===== config.mk =====
export PLATFORM = sky130hd
export DESIGN_NAME = multicycle_controller_flat
export DESIGN_NICKNAME = d
export VERILOG_FILES = /design/src/rtl/ctrl_pkg.sv /design/src/rtl/multicycle_controller_if.sv /design/src/rtl/alu_decoder.sv /design/src/rtl/multicycle_controller.sv /design/src/flat_wrapper.sv
export SDC_FILE = /design/constraint.sdc
export NUM_CORES = 1
export LEC_CHECK = 0
export ABC_CLOCK_PERIOD_IN_PS = 2700
export CAP_MARGIN = 20
export CORE_ASPECT_RATIO = 0.6
export CORE_UTILIZATION = 49
export CTS_CLUSTER_DIAMETER = 40
export DETAILED_ROUTE_END_ITERATION = 16
export PLACE_DENSITY = 0.79
export SYNTH_ARGS = -nofsm -noshare
export SYNTH_HDL_FRONTEND = slang
export SYNTH_HIERARCHICAL = 1
export SYNTH_SLANG_ARGS = --single-unit

===== constraint.sdc =====
create_clock -name clk -period 2.7 [get_ports clk]
set_input_delay 0.54 -clock clk [delete_from_list [all_inputs] [get_ports clk]]
set_output_delay 0.54 -clock clk [all_outputs]
set_load 0.005 [all_outputs]

===== src/rtl/ctrl_pkg.sv =====
// Shared encodings for the multicycle controller: states, mux selects, opcodes, ALU ops.
// ILLEGAL_TRAP_EN makes TRAP raise the illegal flag; by default TRAP is a one-cycle no-op.
package ctrl_pkg;

  typedef enum logic [3:0] {
    FETCH, DECODE, MEMADR, MEMREAD, MEMWB, MEMWRITE, EXECR, EXECI,
    ALUWB, BRANCH, JAL, JALR, LUI, AUIPC, TRAP
  } state_t;

  localparam logic [1:0] SRCA_PC = 2'b00, SRCA_OLDPC = 2'b01, SRCA_RD1 = 2'b10;
  localparam logic [1:0] SRCB_RD2 = 2'b00, SRCB_IMM = 2'b01, SRCB_FOUR = 2'b10;
  localparam logic [1:0] RES_ALUOUT = 2'b00, RES_DATA = 2'b01, RES_ALURESULT = 2'b10;
  localparam logic [2:0] IMM_I = 3'b000, IMM_S = 3'b001, IMM_B = 3'b010, IMM_J = 3'b011, IMM_U = 3'b100;

  localparam logic [6:0] OP_LOAD   = 7'b0000011;
  localparam logic [6:0] OP_STORE  = 7'b0100011;
  localparam logic [6:0] OP_RTYPE  = 7'b0110011;
  localparam logic [6:0] OP_ITYPE  = 7'b0010011;
  localparam logic [6:0] OP_BRANCH = 7'b1100011;
  localparam logic [6:0] OP_JAL    = 7'b1101111;
  localparam logic [6:0] OP_JALR   = 7'b1100111;
  localparam logic [6:0] OP_LUI    = 7'b0110111;
  localparam logic [6:0] OP_AUIPC  = 7'b0010111;

  typedef enum logic [1:0] {ALUOP_ADD, ALUOP_SUB, ALUOP_FUNCT, ALUOP_PASSB} aluop_t;

  localparam logic [3:0] ALU_ADD = 4'd0, ALU_SUB = 4'd1, ALU_AND = 4'd2, ALU_OR = 4'd3;
  localparam logic [3:0] ALU_XOR = 4'd4, ALU_SLT = 4'd5, ALU_SLTU = 4'd6, ALU_SLL = 4'd7;
  localparam logic [3:0] ALU_SRL = 4'd8, ALU_SRA = 4'd9, ALU_PASSB = 4'd10;

  typedef struct packed {
    logic       reg_write;
    logic       mem_write;
    logic       mem_read;
    logic       adr_src;
    logic [1:0] result_src;
    logic [1:0] alu_src_a;
    logic [1:0] alu_src_b;
    logic [2:0] imm_src;
    aluop_t     alu_op;
    logic       illegal;
  } ctrl_t;

  // Moore output word for a state; anything not set stays 0.
  function automatic ctrl_t state_ctrl(state_t s, logic is_store);
    ctrl_t c;
    c = '0;
    c.alu_op = ALUOP_FUNCT;
    case (s)
      FETCH:    begin c.mem_read = 1'b1; c.alu_src_b = SRCB_FOUR; c.result_src = RES_ALURESULT; c.alu_op = ALUOP_ADD; end
      DECODE:   begin c.alu_src_a = SRCA_OLDPC; c.alu_src_b = SRCB_IMM; c.imm_src = IMM_B; c.alu_op = ALUOP_ADD; end
      MEMADR:   begin c.alu_src_a = SRCA_RD1; c.alu_src_b = SRCB_IMM; c.imm_src = is_store ? IMM_S : IMM_I; c.alu_op = ALUOP_ADD; end
      MEMREAD:  begin c.adr_src = 1'b1; c.mem_read = 1'b1; end
      MEMWB:    begin c.result_src = RES_DATA; c.reg_write = 1'b1; end
      MEMWRITE: begin c.adr_src = 1'b1; c.mem_write = 1'b1; end
      EXECR:    begin c.alu_src_a = SRCA_RD1; c.alu_src_b = SRCB_RD2; end
      EXECI:    begin c.alu_src_a = SRCA_RD1; c.alu_src_b = SRCB_IMM; c.imm_src = IMM_I; end
      ALUWB:    begin c.result_src = RES_ALUOUT; c.reg_write = 1'b1; end
      BRANCH:   begin c.alu_src_a = SRCA_RD1; c.alu_src_b = SRCB_RD2; c.result_src = RES_ALUOUT; c.alu_op = ALUOP_SUB; end
      JAL:      begin c.alu_src_a = SRCA_OLDPC; c.alu_src_b = SRCB_FOUR; c.result_src = RES_ALUOUT; c.imm_src = IMM_J; c.alu_op = ALUOP_ADD; end
      JALR:     begin c.alu_src_a = SRCA_RD1; c.alu_src_b = SRCB_IMM; c.imm_src = IMM_I; c.alu_op = ALUOP_ADD; end
      LUI:      begin c.alu_src_b = SRCB_IMM; c.imm_src = IMM_U; c.alu_op = ALUOP_PASSB; end
      AUIPC:    begin c.alu_src_a = SRCA_OLDPC; c.alu_src_b = SRCB_IMM; c.imm_src = IMM_U; c.alu_op = ALUOP_ADD; end
`ifdef ILLEGAL_TRAP_EN
      TRAP:     c.illegal = 1'b1;
`endif
      default:  ;
    endcase
    return c;
  endfunction

endpackage


===== src/rtl/multicycle_controller_if.sv =====
// Instruction, handshake and datapath-control bundle between controller (master) and datapath (slave).
interface multicycle_controller_if;
  logic [6:0] op;
  logic [2:0] funct3;
  logic       funct7b5;
  logic       branch_cond;
  logic       mem_ready;
  logic       pc_write, ir_write, reg_write, mem_write, mem_read, adr_src;
  logic [1:0] result_src, alu_src_a, alu_src_b;
  logic [2:0] imm_src;
  logic [3:0] alu_control;
  logic       illegal;

  modport master (
    input  op, funct3, funct7b5, branch_cond, mem_ready,
    output pc_write, ir_write, reg_write, mem_write, mem_read, adr_src,
           result_src, alu_src_a, alu_src_b, imm_src, alu_control, illegal
  );

  modport slave (
    output op, funct3, funct7b5, branch_cond, mem_ready,
    input  pc_write, ir_write, reg_write, mem_write, mem_read, adr_src,
           result_src, alu_src_a, alu_src_b, imm_src, alu_control, illegal
  );
endinterface


===== src/rtl/alu_decoder.sv =====
// Combinational ALU operation decode from the FSM's ALU op class and the instruction fields.
module alu_decoder
  import ctrl_pkg::*;
(
  input  aluop_t     alu_op,
  input  logic [6:0] op,
  input  logic [2:0] funct3,
  input  logic       funct7b5,
  output logic [3:0] alu_control
);

  always_comb begin
    alu_control = ALU_ADD;
    case (alu_op)
      ALUOP_ADD:   alu_control = ALU_ADD;
      ALUOP_SUB:   alu_control = ALU_SUB;
      ALUOP_PASSB: alu_control = ALU_PASSB;
      default: begin
        case (funct3)
          // bit 30 is an immediate bit for addi, so only R-type may pick SUB
          3'b000:  alu_control = (op == OP_RTYPE && funct7b5) ? ALU_SUB : ALU_ADD;
          3'b001:  alu_control = ALU_SLL;
          3'b010:  alu_control = ALU_SLT;
          3'b011:  alu_control = ALU_SLTU;
          3'b100:  alu_control = ALU_XOR;
          3'b101:  alu_control = funct7b5 ? ALU_SRA : ALU_SRL;
          3'b110:  alu_control = ALU_OR;
          default: alu_control = ALU_AND;
        endcase
      end
    endcase
  end

endmodule


===== src/rtl/multicycle_controller.sv =====
// Multicycle RISC-V main controller: Moore FSM with registered outputs; pc_write/ir_write follow handshakes.
// Define ILLEGAL_TRAP_EN to make unknown opcodes park in TRAP with illegal=1 until reset.
module multicycle_controller
  import ctrl_pkg::*;
(
  input logic              clk,
  input logic              reset,
  multicycle_controller_if.master bus
);

  state_t state, state_nxt;
  ctrl_t  ctl;
  logic   started;

  always_comb begin
    state_nxt = FETCH;
    if (started) begin
      case (state)
        FETCH:    state_nxt = bus.mem_ready ? DECODE : FETCH;
        DECODE: begin
          case (bus.op)
            OP_LOAD, OP_STORE: state_nxt = MEMADR;
            OP_RTYPE:          state_nxt = EXECR;
            OP_ITYPE:          state_nxt = EXECI;
            OP_BRANCH:         state_nxt = BRANCH;
            OP_JAL:            state_nxt = JAL;
            OP_JALR:           state_nxt = JALR;
            OP_LUI:            state_nxt = LUI;
            OP_AUIPC:          state_nxt = AUIPC;
            default:           state_nxt = TRAP;
          endcase
        end
        MEMADR:   state_nxt = (bus.op == OP_STORE) ? MEMWRITE : MEMREAD;
        MEMREAD:  state_nxt = bus.mem_ready ? MEMWB : MEMREAD;
        MEMWRITE: state_nxt = bus.mem_ready ? FETCH : MEMWRITE;
        EXECR, EXECI, JAL, JALR, LUI, AUIPC: state_nxt = ALUWB;
`ifdef ILLEGAL_TRAP_EN
        TRAP:     state_nxt = TRAP;
`endif
        default:  state_nxt = FETCH;
      endcase
    end
  end

  // started holds the FSM and all outputs quiet for the first cycle after reset release
  always_ff @(posedge clk or posedge reset) begin
    if (reset) begin
      state   <= FETCH;
      ctl     <= '0;
      started <= 1'b0;
    end else begin
      started <= 1'b1;
      state   <= state_nxt;
      ctl     <= state_ctrl(state_nxt, bus.op == OP_STORE);
    end
  end

  assign bus.ir_write = started && (state == FETCH) && bus.mem_ready;
  assign bus.pc_write = started && (((state == FETCH) && bus.mem_ready) ||
                                    ((state == BRANCH) && bus.branch_cond) ||
                                    (state == JAL) || (state == JALR));

  assign bus.reg_write  = ctl.reg_write;
  assign bus.mem_write  = ctl.mem_write;
  assign bus.mem_read   = ctl.mem_read;
  assign bus.adr_src    = ctl.adr_src;
  assign bus.result_src = ctl.result_src;
  assign bus.alu_src_a  = ctl.alu_src_a;
  assign bus.alu_src_b  = ctl.alu_src_b;
  assign bus.imm_src    = ctl.imm_src;
  assign bus.illegal    = ctl.illegal;

  alu_decoder u_alu_decoder (
    .alu_op      (ctl.alu_op),
    .op          (bus.op),
    .funct3      (bus.funct3),
    .funct7b5    (bus.funct7b5),
    .alu_control (bus.alu_control)
  );

endmodule

===== src/flat_wrapper.sv =====
// flat-port wrapper written by rule: the top's interface ports become plain ports
module multicycle_controller_flat import ctrl_pkg::*;
  (clk, reset, bus_op, bus_funct3, bus_funct7b5, bus_branch_cond, bus_mem_ready, bus_pc_write, bus_ir_write, bus_reg_write, bus_mem_write, bus_mem_read, bus_adr_src, bus_result_src, bus_alu_src_a, bus_alu_src_b, bus_imm_src, bus_alu_control, bus_illegal);
  multicycle_controller_if bus_i ();
  input logic clk;
  input logic reset;
  input wire logic [$bits(bus_i.op)-1:0] bus_op;
  input wire logic [$bits(bus_i.funct3)-1:0] bus_funct3;
  input wire logic [$bits(bus_i.funct7b5)-1:0] bus_funct7b5;
  input wire logic [$bits(bus_i.branch_cond)-1:0] bus_branch_cond;
  input wire logic [$bits(bus_i.mem_ready)-1:0] bus_mem_ready;
  output wire logic [$bits(bus_i.pc_write)-1:0] bus_pc_write;
  output wire logic [$bits(bus_i.ir_write)-1:0] bus_ir_write;
  output wire logic [$bits(bus_i.reg_write)-1:0] bus_reg_write;
  output wire logic [$bits(bus_i.mem_write)-1:0] bus_mem_write;
  output wire logic [$bits(bus_i.mem_read)-1:0] bus_mem_read;
  output wire logic [$bits(bus_i.adr_src)-1:0] bus_adr_src;
  output wire logic [$bits(bus_i.result_src)-1:0] bus_result_src;
  output wire logic [$bits(bus_i.alu_src_a)-1:0] bus_alu_src_a;
  output wire logic [$bits(bus_i.alu_src_b)-1:0] bus_alu_src_b;
  output wire logic [$bits(bus_i.imm_src)-1:0] bus_imm_src;
  output wire logic [$bits(bus_i.alu_control)-1:0] bus_alu_control;
  output wire logic [$bits(bus_i.illegal)-1:0] bus_illegal;
  assign bus_i.op = bus_op;
  assign bus_i.funct3 = bus_funct3;
  assign bus_i.funct7b5 = bus_funct7b5;
  assign bus_i.branch_cond = bus_branch_cond;
  assign bus_i.mem_ready = bus_mem_ready;
  assign bus_pc_write = bus_i.pc_write;
  assign bus_ir_write = bus_i.ir_write;
  assign bus_reg_write = bus_i.reg_write;
  assign bus_mem_write = bus_i.mem_write;
  assign bus_mem_read = bus_i.mem_read;
  assign bus_adr_src = bus_i.adr_src;
  assign bus_result_src = bus_i.result_src;
  assign bus_alu_src_a = bus_i.alu_src_a;
  assign bus_alu_src_b = bus_i.alu_src_b;
  assign bus_imm_src = bus_i.imm_src;
  assign bus_alu_control = bus_i.alu_control;
  assign bus_illegal = bus_i.illegal;
  multicycle_controller u_core (.clk(clk), .reset(reset), .bus(bus_i));
endmodule

==> After elaboration in Yosys (flattened, before gate mapping) <==
Index checks and enable logic that the tools add are counted.
{ "op_classes": {"n_eq_ne": 41, "n_mux": 21, "n_reduce_logical": 24} }
{ "ops": {"columns": ["operator", "count"], "rows": [
  ["equality test 4 bit (second input constant)", 11],
  ["one-hot mux 4 bit (8 select lines)", 1],
  ["equality test 4 x 3 -> 1 bit (second input constant)", 7],
  ["one-hot mux 4 bit (7 select lines)", 1],
  ["one-hot mux 4 bit (6 select lines)", 1],
  ["equality test 7 x 6 -> 1 bit (second input constant)", 3],
  ["equality test 7 bit (second input constant)", 3],
  ["OR reduction 6 bit", 3],
  ["equality test 4 x 2 -> 1 bit (second input constant)", 4],
  ["equality test 7 x 5 -> 1 bit (second input constant)", 2],
  ["one-hot mux 2 bit (2 select lines)", 3],
  ["one-hot mux 3 bit (4 select lines)", 1],
  ["one-hot mux 4 bit (3 select lines)", 1],
  ["OR reduction 2 bit", 6],
  ["equality test 3 bit (second input constant)", 3],
  ["two-way mux 3 bit", 3],
  ["equality test 4 x 1 -> 1 bit (second input constant)", 2],
  ["zero test 4 bit", 2],
  ["two-way mux 1 bit", 8],
  ["equality test 7 x 2 -> 1 bit (second input constant)", 1],
  ["equality test 3 x 2 -> 1 bit (second input constant)", 2],
  ["logical AND 1 bit", 6],
  ["one-hot mux 2 bit (3 select lines)", 1],
  ["OR reduction 5 bit", 1],
  ["other kinds (8)", 10]
]} }
{ "word_totals": {"reg_bits": 20, "in_bits": 15, "out_inout_bits": 20, "word_cells": 97} }

==> Logic depth before layout (Yosys ltp) <==
Gate-level depths: netlist of the first run.
{ "logic_depth": {"word_depth": 8, "mapped_depth": 9, "depth_no_buf": 6} }

==> Modules after synthesis <==
The synthesis of the first run kept the hierarchy.
{ "by_module_without_submodules": {"columns": ["module", "n_inst", "cells_each", "area_each_um2", "seq_area_each_um2"], "rows": [
  ["multicycle_controller", 1, 144, 1318.8, 500.5],
  ["alu_decoder", 1, 20, 121.4, 0.0]
]} }

==> Worst setup path after synthesis of the first run <==
No wires, ideal clock.
{ "synth_timing": {"path_type": "input -> output", "startpoint": "in bus_op[6]", "endpoint": "out bus_pc_write", "arrival_ns": 2.124, "required_time_ns": 2.160, "setup_slack_ns": 0.036, "cell_stages": 9, "n_path_buf": 3, "path_cell_list": "buf_2 nor3b_1 a21oi_1 or3_1 buf_2 and2_4 buf_6 nor4_2 or2_1"} }
{ "synth_lines": {"columns": ["item", "line", "rtl"], "rows": [
  ["from (decl)", "flat_wrapper.sv:7", "input wire logic [$bits(bus_i.op)-1:0] bus_op;"],
  ["to (decl)", "flat_wrapper.sv:12", "output wire logic [$bits(bus_i.pc_write)-1:0] bus_pc_write;"]
]} }

==> flow_results.org, run 1 <==
** Synth
- Post-synth EDFFs :: 0
- Multiplexer share of the synthesized area :: 2.085%
- Counting every net in the synthesized netlist gives 179.
- The synthesized netlist occupies a cell area of between 0.001 and 0.0015 mm2.
- Sorting the synthesized cells by area gives the leading types as sky130_fd_sc_hd__dfrtp_1 35%, sky130_fd_sc_hd__buf_4 5.7%, sky130_fd_sc_hd__a21oi_1 3.5%, sky130_fd_sc_hd__nand2_1 2.9%, sky130_fd_sc_hd__nor2_1 2.9%.
- The synthesized netlist devotes 1.216% of its cell area to XOR and XNOR gates.
- In this run, synthesis produced a sequential element count of 20.
- Main combinational cell family by area after synthesis :: simple AND/OR/NAND/NOR gates
- Syn. warnings :: 6
- In the synthesized netlist the dominant register cell turns out to be sky130_fd_sc_hd__dfrtp_1.
- Complex-gate fraction of the synthesized area :: around a fifth
- Async SR Flop Fraction :: 100.0%
- After Yosys synthesis, full adders, half adders and majority gates account for 0% of the synthesized area.
- Mean instance size in the synthesized netlist :: 8.781 um2
- Summing the areas of all and, or, nand and nor instances in the mapped netlist gives 29.45% of the synthesized area.
- Cell accounting for the most synthesized area :: sky130_fd_sc_hd__dfrtp_1
- The cell count after synthesis came out at 164.
- After synthesis, the netlist uses 53 different library cells.
- Sequential share of the synthesized area :: 34.75%
- Top-area cell type share of the netlist area :: 34.75%

** Timing
- Final critical delay including setup and external delays :: 2.862 ns
- Final hold violation count :: 0
- RSZ-0062 raised after global routing :: yes
- Worst slew margin relative to its limit :: approximately 47%
- Static timing analysis puts the maximum clock frequency at between 300 and 400 MHz.
- For the pin with the worst max-slew slack, the measured transition is 0.8001 ns.
- Number of pins exceeding their max-slew limit in the final report :: 0
- Total negative slack for setup checks :: -0.1714 ns
- Final worst-path setup slack :: -0.1617 ns
- The clock arrives with 0.001274 ns of skew.
- Part of the cycle the worst path needs :: 106.0%
- Setup violations remaining at the end of the flow were counted as 2.
- On the final layout, the worst hold slack is 0.7348 ns.

** Power
- VDD sags by at most about 0.52 mV.
- Logic gate share of total power :: about three fifths
- Proportion of total power due to net switching :: ~40%
- Register share of total power :: 26.4%
- Power per standard cell area :: 723.4 mW/mm2
- The analysis attributes to cell leakage a power of around 0.96 nW.
- The clock network accounts for 15.1% of the total power.
- Overall power of the completed layout :: 1.525 mW
- Internal power consumption :: 913.4 uW
- Summed over all nets, the switching power comes to between 600 and 700 uW.

** Floorplan
- Die ar. :: 0.003167 mm2
- Die X :: 71.99 um
- Starting density of the core :: 54.45%
- Cell Rows :: 14
- The floorplan step defined a core boundary enclosing 0.002645 mm2.
- 35 I/O pins were placed.
- From bottom edge to top edge, the die measures approximately 44 um.

** Worst setup path
- Counting stages on the worst path, the most repeated cell is sky130_fd_sc_hd__buf_2.
- STA puts the critical path data arrival time at 2.32 ns.
- Traced cell by cell, the critical path runs through buf_2 -> or3b_4 -> or3_4 -> o32a_1 -> nand3_2 -> nor4_4 -> or2_1 -> buf_2.
- Worst Path Class, Setup :: in2out
- Data on the critical path is required at its endpoint by 2.16 ns.
- Broken down by cell family, the worst path's largest delay share belongs to simple AND/OR/NAND/NOR gates.
- CP startpoint kind :: input port
- Sort of element at the end of the critical path :: output port
- Number of buffers and inverters on the critical path :: 2
- Among all stages on the critical path, the largest delay is contributed by sky130_fd_sc_hd__or3b_4.
- Largest fanout of any net on the critical path :: 2
- Largest incremental delay on the critical path :: 0.41 ns

** Detailed routing
- The routed layout has 1620 vias.
- The first routing iteration left between 150 and 200 violations.
- Iteration count of the initial detailed-routing pass :: 11
- Via density per instance :: 6.207
- Routed wire length per instance :: 19.69 um
- The detail route stage leaves a number of antenna-violating nets equal to 0.
- Wire length after detailed routing :: 5139 um
- After detailed routing, the number of remaining DRC violations is 0.

** Placement
- Port Buffer Count :: 33
- Placer's final routability congestion estimate :: 0.9803
- Half-perimeter wire length after detailed placement :: 2938 um
- Timing analysis after detailed placement gives a worst setup slack of -0.7636 ns.

** Clocking
- Later-pin clock latency in the skew report :: 0.25 ns
- Clock root buffer :: sky130_fd_sc_hd__clkbuf_8
- Number of buffers created by CTS :: 3
- Deepest clock path buffer count :: 2
- Number of levels in the clock H-tree :: 1
- For this design, the sink count on the clock tree is 20.
- TritonCTS built the clock tree.
- After clock tree synthesis, the flow added hold-fix buffers numbering 0.
- Clock transition at the register clock pins on the worst setup and hold paths after CTS :: 0.08 ns

** Finish
- Share of layout cells above drive strength 1 :: 31.22%
- The top cell types in the final layout, fill and taps aside, are 37 x sky130_fd_sc_hd__buf_4, 23 x sky130_fd_sc_hd__clkdlybuf4s50_1, 20 x sky130_fd_sc_hd__dfrtp_1.
- Final Net Count :: 237
- Number of diodes added for antenna fixing :: 0
- The area growth from synthesis to layout is 46.39%.
- Area taken by multi-input logic gates :: 875.8 um2
- Counting the fill cells in the layout gives 166.
- Final Util :: 79.71%
- Most frequent standard cell in the layout excluding fill and tap cells :: sky130_fd_sc_hd__buf_4
- Registers take 500.5 um2.

** Outcome
- Failing checks :: negative setup slack
- The run finished, with violations left.

** GRT
- In the global route stage, overall resource usage came out at 31.69%.
- Global routing finished with a remaining overflow of 0.
- Number of global-route vias before repair :: 1525
- The first global-routing pass estimated between 7000 and 8000 um of wire.
- Entering global routing, the biggest net connects 21 pins.
- The number of antenna violations at the first check in global routing came to 0.

** Job
- Max-cap violations :: 0

** Hold path
- Worst hold-check path type :: in2async
[power groups by stage]
stage / Sequential (mW) / Clock [mW] / Combinational [mW]
finish: 0.402 / 0.230 / 0.893
global route: 0.408 / 0.249 / 0.942
CTS: 0.400 / 0.232 / 0.816
detailed placement: 0.404 / 0 / 0.777
global placement: 0.400 / 0 / 0.759
floorplan: 0.395 / 0 / 0.493
[cells in the mapped netlist (all sizes together), types with 4 or more instances]
library cell  count
a211oi            4
a21oi            10
buf              18
dfrtp            20
inv               5
nand2            11
nand2b            5
nand3             7
nand4             4
nor2             13
nor2b             4
nor3              6
o21ai             8
o41ai             4
[state kept, by name, indices dropped and copies added (netlist names)]
register               cells
u_core/bus.adr_src         1
u_core/bus.alu_src_a       2
u_core/bus.alu_src_b       2
u_core/bus.imm_src         3
u_core/bus.mem_read        1
u_core/bus.mem_write       1
u_core/bus.reg_write       1
u_core/bus.result_src      2
u_core/ctl                 2
u_core/started             1
u_core/state               4
[kinds of logic after synthesis]
group | count (synthesis)
muxes | 3
xor gates and xnor gates | 2
AOI/OAI and AO/OA | 41
other | 2
buffers and inverters | 24
DFF | 20
and+or+nand+nor | 72
[layout make-up]
class | count | area share (%)
Multi-Input combinational cell | 120 | 41.54
Inverter | 5 | 0.8902
Clock buffer | 4 | 2.611
Sequential cell | 20 | 23.74
Tap cell | 40 | 2.374
Timing Repair Buffer | 72 | 28.84
[worst paths after layout]
kind                       depth (start not counted)                                 end                      start  slack (ns)
max reg2reg                                        9   u_core/bus.alu_src_b[0]$_DFF_PP0_  u_core/state[0]$_DFF_PP0_        0.28
max                                                8                        bus_pc_write                  bus_op[5]       -0.16
min                                                2  u_core/bus.result_src[0]$_DFF_PP0_                      reset        0.73
max in group asynchronous                          2           u_core/state[1]$_DFF_PP0_                      reset        1.47
min reg2reg                                        2       u_core/bus.mem_read$_DFF_PP0_   u_core/started$_DFF_PP0_        0.76
min in group clk                                   2       u_core/bus.mem_read$_DFF_PP0_   u_core/started$_DFF_PP0_        0.76
[metrics by stage]
step	cell area [um2]	cells
final	2108	261
after detailed placement	1912	248
after CTS	2061	258
after global placement	1912	248
after floorplan	1440	164
after global routing	2108	261
[repair_timing]
item                                    4_1_cts  5_1_grt
endpoints found under the setup margin        3        2
setup buffers                                 6        3
gates resized for setup                      37       14
pin swaps                                     9        8
[metal layers]
metal	wire [um]	part of all wire (%)	track usage, %	vias to the layer above
met5	0	0	3.175	-
li1	-	-	-	701
met4	281	5.5	14.51	0
met1	1979	39	39.85	730
met2	2222	43	49.81	146
met3	655	13	10.70	43
No activity file was read; power rests on OpenSTA's default activity.
==> run 2: changes to the inputs <==
- CORE_ASPECT_RATIO: 0.6 -> not set
- GPL_TIMING_DRIVEN: not set -> 0
==> flow_results.org, run 2 (synthesized netlist as in run 1, its figures left out) <==
** Worst setup path
- Sort of element at the end of the critical path :: output port
- STA puts the critical path data required time at 2.16 ns.
- Worst Path Class, Setup :: in2out
- The critical path goes through buf_8 -> or3b_4 -> or3_4 -> o32a_1 -> nand3_4 -> nor4_4 -> or2_1 -> buf_2.
- Arrival time of the worst setup path :: 2.29 ns
- Largest incremental delay on the critical path :: 0.40 ns
- The worst setup path is launched from an input port.
- In this run the worst path has a maximum fanout of 2.
- Source of the critical timing path :: bus_op[4]
- Launch point of the worst reg-to-reg path :: u_core/state[3]$_DFF_PP0_
- Setup slack on the worst reg-to-reg path comes out at 0.44 ns.
- Number of cells on the worst reg-to-reg path :: 9
- Together, buffers and inverters on the worst path number 2.
- Largest delay share family, worst path :: simple AND/OR/NAND/NOR gates
- Among all stages on the critical path, the largest delay is contributed by sky130_fd_sc_hd__or3b_4.
- The worst register-to-register path ends at u_core/bus.alu_src_b[0]$_DFF_PP0_.

** Clocking
- Clock root buffer :: sky130_fd_sc_hd__clkbuf_4
- Deepest clock path buffer count :: 2
- TritonCTS built the clock tree.
- After clock tree synthesis, the clock-pin slew on the worst setup and hold paths is around 0.10 ns.
- Number of buffers created by CTS :: 3
- Number of levels in the clock H-tree :: 1
- For the worst-skew pair, the clock arrives at the later sink with an insertion delay of 0.30 ns.
- Clock tree synthesis found a total of 20 sinks.

** Finish
- Number of diodes added for antenna fixing :: 0
- The register with the most flip-flops in the final layout is u_core/state.
- Most used cells in the layout excluding fill and tap cells :: 26 x sky130_fd_sc_hd__buf_4, 23 x sky130_fd_sc_hd__clkdlybuf4s50_1, 20 x sky130_fd_sc_hd__dfrtp_1
- Most frequent standard cell in the layout excluding fill and tap cells :: sky130_fd_sc_hd__buf_4
- Final Net Count :: ~230
- The count of cells in the finished layout, fillers not included, comes to around 250.
- Max FFs per register :: 4
- From synthesis to final layout, the design area changed by 40.66%.
- The finished cells cover around 0.002 mm2.
- Of the cells placed in the final design, the portion with a size suffix greater than 1 is 29.91%.

** Detailed routing
- DR iter-0 viols :: 67
- Wire length after detailed routing :: 3603 um
- The routed layout has 1435 vias.
- In the routed design, unresolved DRC markers number 0.
- Remaining antenna violation count :: 0
- Iteration count of the initial detailed-routing pass :: 5
- Dividing the detail-routed via count by the number of cells gives approximately 5.9.
- Dividing the detail-routed wire length by the instance count gives 14.71 um.

** Timing
- The worst path uses 105.0% of the clock period.
- Final worst-path setup slack :: -0.1342 ns
- RSZ-0062 raised after global routing :: yes
- Actual slew at the worst max-slew pin :: ~0.74 ns
- Number of pins exceeding their max-slew limit in the final report :: 0
- Total negative slack for setup checks :: -0.1342 ns
- Derived from the worst setup path, the maximum achievable clock frequency is 352.8 MHz.
- Final critical delay including setup and external delays :: between 2 and 3 ns
- The count of endpoints failing hold in the final timing report is 0.
- Setup violations, final :: 1
- In this run the tightest slew margin relative to its limit is about half.
- Clock skew after layout :: 0.005877 ns

** Job
- Max-cap violations :: 0

** Placement
- Placed standard-cell area :: around 0.0018 mm2
- Placer's final routability congestion estimate :: 0.8431
- Number of cells in the design after placement :: 228
- Half-perimeter wire length after detailed placement :: 2445 um
- Worst Setup Slack post-DPL :: -1.055 ns
- Port Buffer Count :: 33

** Power
- Overall power of the completed layout :: 1.364 mW
- Power per standard cell area :: 673.4 mW/mm2
- IR drop worst, VDD :: 0.6639 mV
- For this design the static power due to leakage is 0.9086 nW.

** Floorplan
- The die covers 0.003160 mm2.
- The floorplan has 19 rows.
- The die is 56.21 um tall.
- Die X :: around 56 um
- Starting density of the core :: 51.78%
- Boundary Pins :: 35
- In this run the standard cell core region covers ~0.0028 mm2.

** GRT
- Global-route wire length before repair :: 6210 um
- The number of antenna violations at the first check in global routing came to 0.
- Global-route congestion overflow total :: 0
- Global routing used 24.33% of the available tracks across all layers.
- Maximum number of pins on one net before global-route repair :: 21
- The number of global-route vias before repair came to 1412.

** Hold path
- The min-delay analysis places its worst path in the category in2async.

** Outcome
- The run finished, with violations left.
- Failing checks :: negative setup slack
[run 2: repair_timing]
item | CTS | global route
gates resized for setup | 49 | 14
setup buffers | 10 | 6
pin swaps | 11 | 7
endpoints found under the setup margin | 3 | 2
hold buffers | 0 | 0
[run 2: worst max path at each step]
stage	slack, ns	cells after the start	end
after floorplan	0.04	9	bus_pc_write
after global placement	-0.99	11	bus_pc_write
after detailed placement	-1.06	11	bus_pc_write
after CTS	-0.11	9	bus_pc_write
after global routing	-0.18	8	bus_pc_write
final	-0.13	8	bus_pc_write
[run 2: power by group]
group	internal [mW]	switching, mW	total (mW)
Combinational	0.422	0.416	0.838
Sequential	0.366	0.0276	0.394
Clock	0.0521	0.0808	0.133
Total	0.840	0.524	1.36
[run 2: final cells by class]
class	instances	area [um2]
Buffer	17	130.1
Clock buffer	3	22.52
Fill cell	202	755.7
Inverter	5	18.77
Multi-Input combinational cell	120	884.6
Sequential cell	20	500.5
Tap cell	31	38.79
Timing Repair Buffer	49	430.4
[run 2: through the flow]
| stage | util (%) | hold WS (ns) |
|---|---|---|
| after floorplan | - | 0.5038 |
| after global placement | 65.05 | 0.7134 |
| after detailed placement | 65.05 | 0.7268 |
| after CTS | 71.08 | 0.6774 |
| after global routing | 72.83 | 0.7437 |
| final | 72.83 | 0.6571 |
[run 2: routing by layer]
layer  up-vias  GRT usage (%)  part of all wire (%)
li1        692              -                     -
met1       685          30.04                    43
met2        54          43.37                    51
met3         4          5.581                   5.4
met4         0          4.878                  0.80
met5         -              0                     0
==> run 3: changes to the inputs <==
- REMOVE_ABC_BUFFERS: not set -> 1
==> flow_results.org, run 3 (synthesized netlist as in run 1, its figures left out) <==
** Outcome
- Result of the run :: complete, but fails checks
- The checks that failed: negative setup slack.

** Finish
- Number of standard cells in the final layout excluding fillers :: 235
- In the final layout, the share of cells above drive strength 1 is around 28%.
- Most flop-heavy register :: u_core/state
- Most used cells in the layout excluding fill and tap cells :: 23 x sky130_fd_sc_hd__clkdlybuf4s50_1, 22 x sky130_fd_sc_hd__buf_4, 16 x sky130_fd_sc_hd__dfrtp_1
- After the last flow step, the layout net total stands at 220.
- Syn-to-layout area delta :: 35.01%
- Max FFs per register :: 4
- Number of diodes added for antenna fixing :: 0
- The finished cells cover 0.001944 mm2.
- Leaving out fill and tap cells, the most frequent cell in the layout is sky130_fd_sc_hd__clkdlybuf4s50_1.

** Floorplan
- For this configuration, the core starts out at a cell density of between 50% and 60%.
- Core region area :: 0.002781 mm2
- From left edge to right edge, the die measures roughly 56 um.
- Cell Rows :: 19
- Pin placement for this block handled 35 I/O pins.
- The floorplan step defined a die boundary enclosing 0.003160 mm2.
- Die Span Y :: 56.21 um

** Worst setup path
- Data required time at the worst endpoint :: 2.16 ns
- The worst setup path is captured at an output port.
- The signal on the critical path passes through buf_8 -> or3b_4 -> or3_4 -> o32a_1 -> nand3_2 -> nor4_4 -> or2_1 -> buf_2.
- Library cell contributing the largest single delay on the critical path :: sky130_fd_sc_hd__o32a_1
- On the worst path, the slowest cell contributes a delay of 0.39 ns.
- Data arrives at the worst endpoint at about 2.3 ns.
- The setup check on the worst reg-to-reg path leaves a slack of 0.56 ns.
- Launch point of the worst reg-to-reg path :: u_core/state[3]$_DFF_PP0_
- Of all nets on the critical path, the largest fanout is 2.
- The critical path in this run is classified as in2out.
- STA classifies the critical path startpoint as an input port.
- CP Capture Point :: bus_pc_write
- The most critical setup path has its startpoint at bus_op[4].
- Number of cells on the worst reg-to-reg path :: 8
- In this run the critical register-to-register path is captured at u_core/bus.imm_src[1]$_DFF_PP0_.

** Clocking
- The clock passes through at most 2 buffers.
- The tree built by TritonCTS fans out to 20 sinks.
- Number of buffers added to fix hold violations after cts :: 0
- TritonCTS built the clock tree.
- Number of levels in the clock H-tree :: 1
- Number of buffers created by CTS :: 3
- Clock transition at the register clock pins on the worst setup and hold paths after CTS :: 0.11 ns
- Later-pin clock latency in the skew report :: 0.30 ns
- Clock root buffer :: sky130_fd_sc_hd__clkbuf_4

** GRT
- Entering global routing, the biggest net connects 21 pins.
- The number of global-route vias before repair came to 1368.
- Global-route usage over all layers :: approximately a quarter
- Summed over all layers, the global routing overflow is 0.
- Global-route wire length before repair :: 5989 um
- Initial antenna violation count :: 0

** Placement
- Placer's final routability congestion estimate :: 0.8130
- Port Buffer Count :: 33
- Placed standard-cell area :: about 0.0017 mm2
- Half-perimeter wire length after detailed placement :: 2314 um
- In this run, placement finished with an instance count of 210.

** Detailed routing
- Remaining antenna violation count :: 0
- In this run the top signal layer used is met4.
- The first TritonRoute pass finished after 5 iterations.
- Routed length on met1 :: 1501 um
- In the detailed route, the total length drawn on met2 is 2015 um.
- Detailed routing placed a total of 269 um of wire on met3.
- Drc violations :: 0
- Wire length after detailed routing :: 3880 um
- DR iter-0 viols :: 51
- Routed wire length per instance :: 16.51 um
- Via density per instance :: 6.217
- For this block, the via count after detailed routing is 1461.

** Timing
- In this run the tightest slew margin relative to its limit is between 50% and 60%.
- RSZ-0062 raised after global routing :: yes
- At the pin with the least slew margin, the transition time is just over 0.7 ns.
- Number of pins exceeding their max-slew limit in the final report :: 0
- Fmax :: 353.5 MHz
- Final worst-path setup slack :: -0.1287 ns
- Final critical delay including setup and external delays :: 2.829 ns
- Clock skew after layout :: between 0.002 and 0.0025 ns
- The worst path uses 104.8% of the clock period.
- Minimum hold slack :: 0.6422 ns
- Final hold violation count :: 0
- Setup violations, final :: 1

** Job
- Max-cap violations in this run came to 0.

** Power
- IR drop worst, VDD :: 0.6274 mV
- Leakage power figure :: between 0.8 and 0.9 nW
- Dividing total power by cell area gives a power density of 736.4 mW/mm2.
- Power comes to 1.432 mW.

** Hold path
- Worst hold-check path type :: in2async
[run 3: power by group]
group / total [mW] / switching (mW) / internal, mW / leakage (nW)
combinational: 0.776 / 0.407 / 0.370 / 0.570
sequential: 0.412 / 0.0439 / 0.368 / 0.255
clock: 0.243 / 0.0930 / 0.150 / 0.0279
total: 1.43 / 0.544 / 0.888 / 0.853
[run 3: metrics by stage]
step	utilization [%]	setup TNS, ns	setup WS (ns)
finish	69.91	-0.1287	-0.1287
CTS	67.48	-0.1020	-0.08964
global placement	60.23	-5.225	-1.104
global route	69.91	-0.1720	-0.1639
detailed placement	60.50	-3.383	-1.096
floorplan	-	0	0.08522
[run 3: worst min-delay path by stage]
stage / slack [ns] / to / cells after the start / startpoint
2_1_floorplan: 0.50 / u_core/bus.adr_src$_DFF_PP0_ / 1 / reset
3_3_place_gp: 0.71 / u_core/bus.alu_src_b[1]$_DFF_PP0_ / 2 / u_core/started$_DFF_PP0_
3_5_place_dp: 0.71 / u_core/bus.mem_read$_DFF_PP0_ / 2 / u_core/started$_DFF_PP0_
4_1_cts: 0.64 / u_core/bus.imm_src[0]$_DFF_PP0_ / 4 / bus_op[4]
5_1_grt: 0.72 / u_core/bus.alu_src_a[0]$_DFF_PP0_ / 2 / reset
6_report: 0.64 / u_core/bus.alu_src_a[0]$_DFF_PP0_ / 2 / reset
[run 3: final cells by class]
| class | instances | area, um2 |
|---|---|---|
| clock buffers | 3 | 22.52 |
| clock inverters | 1 | 30.03 |
| fillers | 237 | 837.1 |
| inverters | 5 | 18.77 |
| multi-input cells | 120 | 857.1 |
| flip-flops and latches | 20 | 505.5 |
| well taps | 31 | 38.79 |
| repair buffers | 55 | 471.7 |
[run 3: metal layers]
| metal | up-vias | global-route usage, % |
|---|---|---|
| met5 | - | 0 |
| met4 | 0 | 8.362 |
| met3 | 20 | 3.953 |
| met2 | 81 | 42.52 |
| met1 | 687 | 28.38 |
| li1 | 673 | - |
[run 3: critical path, delay by kind of cell]
family	cells	cell delay, ns
compound gates	1	0.39
buf+inv	2	0.21
simple gates	5	1.13
[run 3: what timing repair did]
action                                  CTS  global route
hold endpoints to repair                  0             0
resized for setup                        49            11
pin swaps                                 9             9
buffers inserted                         12             9
endpoints found under the setup margin    3             2
